`src/rtl/round_judge_if.sv`:
```
// Handshake and result bundle between the round judge and its environment.
// The round controller (testbench or game logic) is the master; round_judge is the slave.
interface round_judge_if #(
    parameter int N_PLAYERS = 2,
    parameter int CNT_W     = 16
);
    localparam int IDW = (N_PLAYERS > 1) ? $clog2(N_PLAYERS) : 1;

    logic                 start;
    logic                 abort;
    logic [N_PLAYERS-1:0] ans_valid;
    logic [N_PLAYERS-1:0] ans_ok;
    logic                 res_ack;
    logic                 busy;
    logic [N_PLAYERS-1:0] lockout;
    logic                 res_valid;
    logic [1:0]           res_code;
    logic [N_PLAYERS-1:0] win_mask;
    logic [IDW-1:0]       win_id;
    logic [CNT_W-1:0]     elapsed;

    modport master (
        output start, abort, ans_valid, ans_ok, res_ack,
        input  busy, lockout, res_valid, res_code, win_mask, win_id, elapsed
    );

    modport slave (
        input  start, abort, ans_valid, ans_ok, res_ack,
        output busy, lockout, res_valid, res_code, win_mask, win_id, elapsed
    );
endinterface

```
`src/rtl/round_judge.sv`:
```
// Timed answer-round judge: first correct answer wins, simultaneous correct answers draw,
// wrong answers lock the player out; the result is held until the HP manager acknowledges it.
module round_judge #(
    parameter int N_PLAYERS = 2,
    parameter int TIMEOUT   = 1000,
    parameter int CNT_W     = 16
) (
    input  logic           clk,
    input  logic           rst,
    round_judge_if.slave   bus
);
    localparam int IDW = (N_PLAYERS > 1) ? $clog2(N_PLAYERS) : 1;

    localparam logic [1:0] ST_IDLE = 2'd0;
    localparam logic [1:0] ST_OPEN = 2'd1;
    localparam logic [1:0] ST_DONE = 2'd2;

    localparam logic [1:0] CODE_TIMEOUT = 2'b00;
    localparam logic [1:0] CODE_SINGLE  = 2'b01;
    localparam logic [1:0] CODE_WRONG   = 2'b10;
    localparam logic [1:0] CODE_DRAW    = 2'b11;

    logic [1:0]           state_q,     state_d;
    logic [CNT_W-1:0]     cnt_q,       cnt_d;
    logic                 busy_q,      busy_d;
    logic [N_PLAYERS-1:0] lockout_q,   lockout_d;
    logic                 res_valid_q, res_valid_d;
    logic [1:0]           res_code_q,  res_code_d;
    logic [N_PLAYERS-1:0] win_mask_q,  win_mask_d;
    logic [IDW-1:0]       win_id_q,    win_id_d;
    logic [CNT_W-1:0]     elapsed_q,   elapsed_d;

    logic [N_PLAYERS-1:0] eligible;
    logic [N_PLAYERS-1:0] correct_v;
    logic [N_PLAYERS-1:0] wrong_v;
    logic [IDW-1:0]       first_id;
    logic                 single_hit;

    always_comb begin
        eligible   = bus.ans_valid & ~lockout_q;
        correct_v  = eligible & bus.ans_ok;
        wrong_v    = eligible & ~bus.ans_ok;
        single_hit = ((correct_v & (correct_v - N_PLAYERS'(1))) == '0);
        // Scan downward so the lowest set index is the last one written.
        first_id = '0;
        for (int i = N_PLAYERS - 1; i >= 0; i--) begin
            if (correct_v[i]) first_id = IDW'(i);
        end
    end

    always_comb begin
        state_d     = state_q;
        cnt_d       = cnt_q;
        busy_d      = busy_q;
        lockout_d   = lockout_q;
        res_valid_d = res_valid_q;
        res_code_d  = res_code_q;
        win_mask_d  = win_mask_q;
        win_id_d    = win_id_q;
        elapsed_d   = elapsed_q;

        case (state_q)
            ST_IDLE: begin
                res_valid_d = 1'b0;
                if (bus.start) begin
                    state_d   = ST_OPEN;
                    cnt_d     = '0;
                    lockout_d = '0;
                    busy_d    = 1'b1;
                end
            end
            ST_OPEN: begin
                if (bus.abort) begin
                    state_d   = ST_IDLE;
                    busy_d    = 1'b0;
                    lockout_d = '0;
                end else if ((correct_v != '0) || (&(lockout_q | wrong_v)) ||
                             (cnt_q == CNT_W'(TIMEOUT - 1))) begin
                    state_d     = ST_DONE;
                    busy_d      = 1'b0;
                    res_valid_d = 1'b1;
                    lockout_d   = lockout_q | wrong_v;
                    elapsed_d   = cnt_q;
                    win_mask_d  = correct_v;
                    win_id_d    = first_id;
                    if (correct_v != '0)
                        res_code_d = single_hit ? CODE_SINGLE : CODE_DRAW;
                    else if (&(lockout_q | wrong_v))
                        res_code_d = CODE_WRONG;
                    else
                        res_code_d = CODE_TIMEOUT;
                end else begin
                    lockout_d = lockout_q | wrong_v;
                    cnt_d     = cnt_q + CNT_W'(1);
                end
            end
            ST_DONE: begin
                // A START arriving with the ACK is deliberately dropped.
                if (bus.abort || bus.res_ack) begin
                    state_d     = ST_IDLE;
                    res_valid_d = 1'b0;
                end
            end
            default: begin
                state_d = ST_IDLE;
                busy_d  = 1'b0;
            end
        endcase
    end

    always_ff @(posedge clk or posedge rst) begin
        if (rst) begin
            state_q     <= ST_IDLE;
            cnt_q       <= '0;
            busy_q      <= 1'b0;
            lockout_q   <= '0;
            res_valid_q <= 1'b0;
            res_code_q  <= '0;
            win_mask_q  <= '0;
            win_id_q    <= '0;
            elapsed_q   <= '0;
        end else begin
            state_q     <= state_d;
            cnt_q       <= cnt_d;
            busy_q      <= busy_d;
            lockout_q   <= lockout_d;
            res_valid_q <= res_valid_d;
            res_code_q  <= res_code_d;
            win_mask_q  <= win_mask_d;
            win_id_q    <= win_id_d;
            elapsed_q   <= elapsed_d;
        end
    end

    assign bus.busy      = busy_q;
    assign bus.lockout   = lockout_q;
    assign bus.res_valid = res_valid_q;
    assign bus.res_code  = res_code_q;
    assign bus.win_mask  = win_mask_q;
    assign bus.win_id    = win_id_q;
    assign bus.elapsed   = elapsed_q;
endmodule

```
`src/flat_wrapper.sv`:
```
// flat-port wrapper written by rule: the top's interface ports become plain ports
module round_judge_flat 
#(
    parameter int N_PLAYERS = 2,
    parameter int TIMEOUT   = 1000,
    parameter int CNT_W     = 16
)
  (clk, rst, bus_start, bus_abort, bus_ans_valid, bus_ans_ok, bus_res_ack, bus_busy, bus_lockout, bus_res_valid, bus_res_code, bus_win_mask, bus_win_id, bus_elapsed);
  round_judge_if #(.N_PLAYERS(N_PLAYERS), .CNT_W(CNT_W)) bus_i ();
  input  logic clk;
  input  logic rst;
  input wire logic [$bits(bus_i.start)-1:0] bus_start;
  input wire logic [$bits(bus_i.abort)-1:0] bus_abort;
  input wire logic [$bits(bus_i.ans_valid)-1:0] bus_ans_valid;
  input wire logic [$bits(bus_i.ans_ok)-1:0] bus_ans_ok;
  input wire logic [$bits(bus_i.res_ack)-1:0] bus_res_ack;
  output wire logic [$bits(bus_i.busy)-1:0] bus_busy;
  output wire logic [$bits(bus_i.lockout)-1:0] bus_lockout;
  output wire logic [$bits(bus_i.res_valid)-1:0] bus_res_valid;
  output wire logic [$bits(bus_i.res_code)-1:0] bus_res_code;
  output wire logic [$bits(bus_i.win_mask)-1:0] bus_win_mask;
  output wire logic [$bits(bus_i.win_id)-1:0] bus_win_id;
  output wire logic [$bits(bus_i.elapsed)-1:0] bus_elapsed;
  assign bus_i.start = bus_start;
  assign bus_i.abort = bus_abort;
  assign bus_i.ans_valid = bus_ans_valid;
  assign bus_i.ans_ok = bus_ans_ok;
  assign bus_i.res_ack = bus_res_ack;
  assign bus_busy = bus_i.busy;
  assign bus_lockout = bus_i.lockout;
  assign bus_res_valid = bus_i.res_valid;
  assign bus_res_code = bus_i.res_code;
  assign bus_win_mask = bus_i.win_mask;
  assign bus_win_id = bus_i.win_id;
  assign bus_elapsed = bus_i.elapsed;
  round_judge #(.N_PLAYERS(N_PLAYERS), .TIMEOUT(TIMEOUT), .CNT_W(CNT_W)) u_core (.clk(clk), .rst(rst), .bus(bus_i));
endmodule
```
`config.mk`:
```
export PLATFORM = sky130hd
export DESIGN_NAME = round_judge_flat
export DESIGN_NICKNAME = d
export VERILOG_FILES = /design/src/rtl/round_judge_if.sv /design/src/rtl/round_judge.sv /design/src/flat_wrapper.sv
export SDC_FILE = /design/constraint.sdc
export NUM_CORES = 1
export LEC_CHECK = 0
export BUFFER_PORTS_ARGS = -buffer_cell sky130_fd_sc_hd__buf_2
export CORE_MARGIN = 2
export CORE_UTILIZATION = 45
export DETAILED_ROUTE_END_ITERATION = 10
export PLACE_DENSITY = 0.66
export SYNTH_ARGS = -nofsm -noshare
export SYNTH_HDL_FRONTEND = slang
export SYNTH_SLANG_ARGS = --single-unit
```
`constraint.sdc`:
```
create_clock -name clk -period 2.6 [get_ports clk]
set_input_delay 0.65 -clock clk [delete_from_list [all_inputs] [get_ports clk]]
set_output_delay 0.65 -clock clk [all_outputs]
set_load 0.1 [all_outputs]
```
======== Word level (Yosys, flattened, before mapping) ========
Index checks and enable logic that the tools add are counted.
word-level totals
  input bits .............................. 9
  register bits after elaboration ......... 43
  output and inout bits ................... 25
  logic and storage cells ................. 69
cells by class
  reduce and logical (&&, ||, !) cells .... 15
  equal/unequal tests ..................... 9
  muxes and demuxes ....................... 25
  add/sub/neg operators ................... 2
  bitwise operators ....................... 9
operator list
  cell                     count
  $mux W16                 3
  $pmux W16 S2             1
  $mux W2                  9
  $add A16 B1 Y16 const B  1
  $eq A16 B10 Y1 const B   1
  $reduce_and A3 Y1        3
  $and A2 B2 Y2            4
  $mux W1                  8
  $reduce_and A4 Y1        2
  $ne A2 B2 Y1 const B     3
  $pmux W1 S3              2
  $pmux W2 S3              1
  $logic_not A2 Y1         2
  $ne A2 B1 Y1 const B     2
  $not A2 Y2               2
  $pmux W2 S2              1
  $reduce_and A2 Y1        2
  $reduce_bool A2 Y1       2
  $logic_or A1 B1 Y1       3
  $ne A3 B2 Y1 const B     1
  $reduce_bool A3 Y1       1
  $eq A2 B1 Y1 const B     1
  $eq A2 B2 Y1 const B     1
  $not A1 Y1               2
  2 further kinds          2

======== Logic depth before layout (Yosys ltp) ========
  depth after elaboration ................. 10
  depth in mapped cells ................... 7
  mapped depth without buffers ............ 6

======== Least setup slack after synthesis ========
Ideal clock, no wire load.
  kind .................................... register -> register
  from .................................... register u_core.lockout_q[0] (netlist: u_core.bus.lockout[0])
  to ...................................... register u_core.elapsed_q[10] (netlist: u_core.bus.elapsed[10])
  data required time ...................... 2.474 ns
  data arrival time ....................... 2.528 ns
  cell stages (with the launch flop) ...... 6
  clock period less this slack ............ 2.654 ns
  path buffers ............................ 1
  setup time .............................. 0.126 ns
  setup slack ............................. -0.054 ns
  cell sequence ........................... dfrtp_1 -> nor2b_1 -> o22a_1 -> o31ai_2 -> buf_2 -> mux2_2
on the way
  longest elaborated chain between the ends .. 8
  elaborated cells between the ends (all ways) .. 10
  those cells by class .................... bitwise: 5; reduce/logical: 5
RTL lines
  what                                  RTL line            source
  start, declared                       round_judge.sv:26   logic [N_PLAYERS-1:0] lockout_q, lockout_d;
  start signal, assigned                round_judge.sv:126  lockout_q <= lockout_d;
  $not A2 Y2                            round_judge.sv:40   eligible = bus.ans_valid & ~lockout_q;
  $and A2 B2 Y2                         round_judge.sv:40
  $and A2 B2 Y2                         round_judge.sv:42   wrong_v = eligible & ~bus.ans_ok;
  $or A2 B2 Y2                          round_judge.sv:77   end else if ((correct_v != '0) || (&(lockout_q | wrong_v)) ||
  $reduce_and A2 Y1                     round_judge.sv:77
  $logic_or A1 B1 Y1 * (2 in a row)     round_judge.sv:77
  $reduce_and A3 Y1 (no source line) *  n/a
  end signal, assigned                  round_judge.sv:131  elapsed_q <= elapsed_d;
  end, declared                         round_judge.sv:31   logic [CNT_W-1:0] elapsed_q, elapsed_d;
Every way passes the cells marked *; elsewhere a longest branch is shown, timed or not.
A chain may end at the register's enable or synchronous reset.

======== Worst setup path in the final report ========
  from .................................... register u_core.cnt_q[0]
  to ...................................... register u_core.cnt_q[6]
on the way
  longest elaborated chain between the ends .. 4
  elaborated cells between the ends (all ways) .. 8
  those cells by class .................... add/sub: 1; eq/ne: 2; mux: 3; reduce/logical: 2
RTL lines
  what                                               RTL line                              source
  start, declared                                    round_judge.sv:24                     logic [CNT_W-1:0] cnt_q, cnt_d;
  start signal, assigned                             round_judge.sv:124                    cnt_q <= cnt_d;
  $add A16 B1 Y16 or $eq A16 B10 Y1 (tied branches)  round_judge.sv:94, round_judge.sv:78
  $mux W16 or $logic_or A1 B1 Y1 (tied branches)     round_judge.sv:77
  $mux W16 or $ne A2 B2 Y1 (tied branches)           n/a
  $pmux W16 S2 or $reduce_and A4 Y1 (tied branches)  n/a
Parallel ways exist; a longest one is shown, timed or not. The select of a mux whose other input is x is not followed.

==> results.yml <==
routing:
  vias: 1555
  drt-total-wl_microns: 4000
  dr.pass1.iters: 4
  drt-wirelength-per-cell_microns: 14.1
  via_per_inst: 5.49
  dr.first_iter.drc_count: 65
  ant_nets: 0
  drc: 0
final_layout:
  area_delta_synth_final_pct: 18.2
  antenna_cells: 0
  drive_gt1_share_pct: 30.3
  nFillCells: 403
  fin_nets: 240
  fin_cells: 283
  postLayoutCoreUtil_pct: 54.8
floorplanning:
  die_h_microns: 70.8
  initial_core_util_pct: 46.4
  dieArea_sq_um: 5010
  die_w_microns: 70.8
  fp-row-count: 24
  core_sq_um: 4320
  ios: 34
power_and_ir_drop:
  power_density_nw_per_um2: 784
  p_leak_nw: 1.16
  p_total_mw: 1.86
  vdd_drop_max_mv: 0.594
logic_synthesis:
  synth.avg_cell_area_sq_um: 10.7
  syn_inst: 188
  async_reset_ff_share_pct: 100
  syn-cell-area_sq_um: 2010
  ys_types: 43
  yosysSeqAreaShare_pct: 53.6
  yosysWarnings: 0
  ys_ff_latch: 43
  syn_nets: 198
  synth_flop_cell: "dfrtp_1"
  synth-edff-count: 0
timing:
  slew_headroom_pct: 61.0
  final_hold_viol_count: 0
  fin_crit_sh_pct: 91.4
  layout_min_cycle_time_ns: 2.38
  finalClockSkew_ns: 0.00655
  setup_viol: 0
  rsz0062_at_grt: "false"
  worst_pin_slew_ns: 0.579
  holdWs_ns: 0.474
  final_max_slew_viol_count: 0
  setup_tns_ns: 0
  fmax_mhz: 421
critical_path:
  cp-startpoint: "u_core.cnt_q[0]$_DFFE_PP0P_"
  r2r_start: "u_core.cnt_q[0]$_DFFE_PP0P_"
  critPathKind: "register to register"
  crit_arrival_ns: 2.59
  required_ns: 2.82
  end_kind: "register"
  path_max_fanout: 12
  start_kind: "register"
place:
  dp.cells: 275
  portBuffers: 33
  gp_congestion: 0.822
  hpwl_microns: 2800
cts:
  insertion_delay_ns: 0.29
  cts_max_level: 2
  cts_tree: "built"
  cts_setup_buffers: 0
  post_cts_resized: 0
  hold_buffers: 0
  clockBufferDepth: 2
  path_clk_slew_ns: 0.08
  clockRootBuffer: "clkbuf_8"
  cts_inserted_buffers: 5
  cts_sinks: 43
global_route:
  grt_antenna_before_repair: 0
  grt.overflow.total: 0
  grt_max_degree: 44
  grt_pass1_vias: 1437
  grt_usage_pct: 16.7
  grt_first_pass_wirelength_microns: 6690
flow_run:
  drv_cap: 0
min_path:
  hold_path_class: "register to register"
  hp-start: "u_core.bus.win_mask[1]$_DFFE_PP0P_"
outcome:
  status: "finished, final reports clean"
==> kinds of logic after synthesis <==
kind of cell,Yosys count,share of synthesized area [%]
multiplexers,15,8.42
adder cells (fa/ha/maj),1,0.624
XOR/XNOR,2,0.874
AND/OR/NAND/NOR,72,20.0
flip-flops,43,53.6
buffers and inverters,10,2.31
AO/OA/AOI/OAI,45,14.2
==> flip-flops by register name, indices dropped and copies added, names as in the netlist <==
register,cells
u_core.bus.win_id,1
u_core.bus.win_mask,2
u_core.bus.res_code,2
u_core.bus.lockout,2
u_core.bus.elapsed,16
u_core.cnt_q,16
u_core.bus.busy,1
u_core.state_q,2
u_core.bus.res_valid,1
==> cell usage in the layout (no fill, tap or decap), drive strengths merged, types with 2 or more instances in the layout <==
cell type,synthesis,layout
a21oi,11,11
and3,3,3
and4,2,2
buf,2,41
clkbuf,4,7
dfrtp,43,43
inv,4,4
mux2,15,15
nand2,19,19
nand2b,5,5
nand3,7,7
nand4,2,2
nor2,8,8
nor2b,2,2
nor3,2,2
nor4,4,4
o211ai,2,2
o21ai,16,16
o31ai,7,7
or2,2,2
or3,5,5
or4,5,5
xnor2,2,2
==> worst paths after layout <==
| kind | depth (start not counted) | slack, ns | to |
|---|---|---|---|
| max in group asynchronous | 3 | 1.73 | u_core.bus.lockout[1]$_DFFE_PP0P_ |
| worst min register to register | 2 | 0.47 | u_core.bus.win_mask[1]$_DFFE_PP0P_ |
| min in group asynchronous | 3 | 0.48 | u_core.bus.elapsed[14]$_DFFE_PP0P_ |
| worst min-delay path | 2 | 0.47 | u_core.bus.win_mask[1]$_DFFE_PP0P_ |
| worst max register to register | 7 | 0.22 | u_core.cnt_q[6]$_DFFE_PP0P_ |
| worst max-delay path | 7 | 0.22 | u_core.cnt_q[6]$_DFFE_PP0P_ |
==> critical path: stages, from the launching register on <==
cell and delay (ns):
dfrtp_1 0.42, ha_1 0.29, and4b_1 0.23, and4_1 0.25, or4_4 0.43, buf_4 0.19, or3_1 0.34, a21oi_1 0.14
==> metrics by stage <==
stage          setup slack (ns)  instance area (sq um)
6_report                  0.223                   2370
5_1_grt                   0.112                   2370
4_1_cts                   0.229                   2370
3_5_place_dp              0.228                   2290
3_3_place_gp              0.249                   2290
2_1_floorplan             0.249                   2010
==> final cells by class <==
class | instances | area (sq um) | share of cell area, %
Multi-Input combinational cell | 135 | 892 | 37.6
Inverter | 4 | 15.0 | 0.634
Tap cell | 52 | 65.1 | 2.75
Timing Repair Buffer | 41 | 238 | 10.0
Clock buffer | 7 | 76.3 | 3.22
Clock inverter | 1 | 5.00 | 0.211
Sequential cell | 43 | 1080 | 45.5
==> cells in the mapped netlist (all sizes together) (2+ instances only) <==
| library cell | number | area (sq um) |
|---|---|---|
| dfrtp | 43 | 1080 |
| nand2 | 19 | 71.3 |
| o21ai | 16 | 80.1 |
| mux2 | 15 | 169 |
| a21oi | 11 | 55.1 |
| nor2 | 8 | 30.0 |
| nand3 | 7 | 35.0 |
| o31ai | 7 | 57.6 |
| nand2b | 5 | 31.3 |
| or3 | 5 | 31.3 |
| or4 | 5 | 45.0 |
| clkbuf | 4 | 15.0 |
| inv | 4 | 15.0 |
| nor4 | 4 | 25.0 |
| and3 | 3 | 18.8 |
| and4 | 2 | 17.5 |
| buf | 2 | 16.3 |
| nand4 | 2 | 12.5 |
| nor2b | 2 | 12.5 |
| nor3 | 2 | 10.0 |
| o211ai | 2 | 15.0 |
| or2 | 2 | 12.5 |
| xnor2 | 2 | 17.5 |
==> where the power goes <==
part | internal [mW] | switching, mW | total, mW
clock network | 0.189 | 0.218 | 0.406
logic | 0.128 | 0.532 | 0.660
registers | 0.738 | 0.0547 | 0.792
==> metal layers <==
| layer | routed length (microns) | global-route usage, % |
|---|---|---|
| met5 | 0 | 0 |
| met4 | 58 | 5.66 |
| met3 | 149 | 3.56 |
| met2 | 1810 | 25.9 |
| met1 | 1970 | 23.4 |
(Power assumes the default switching activity.)
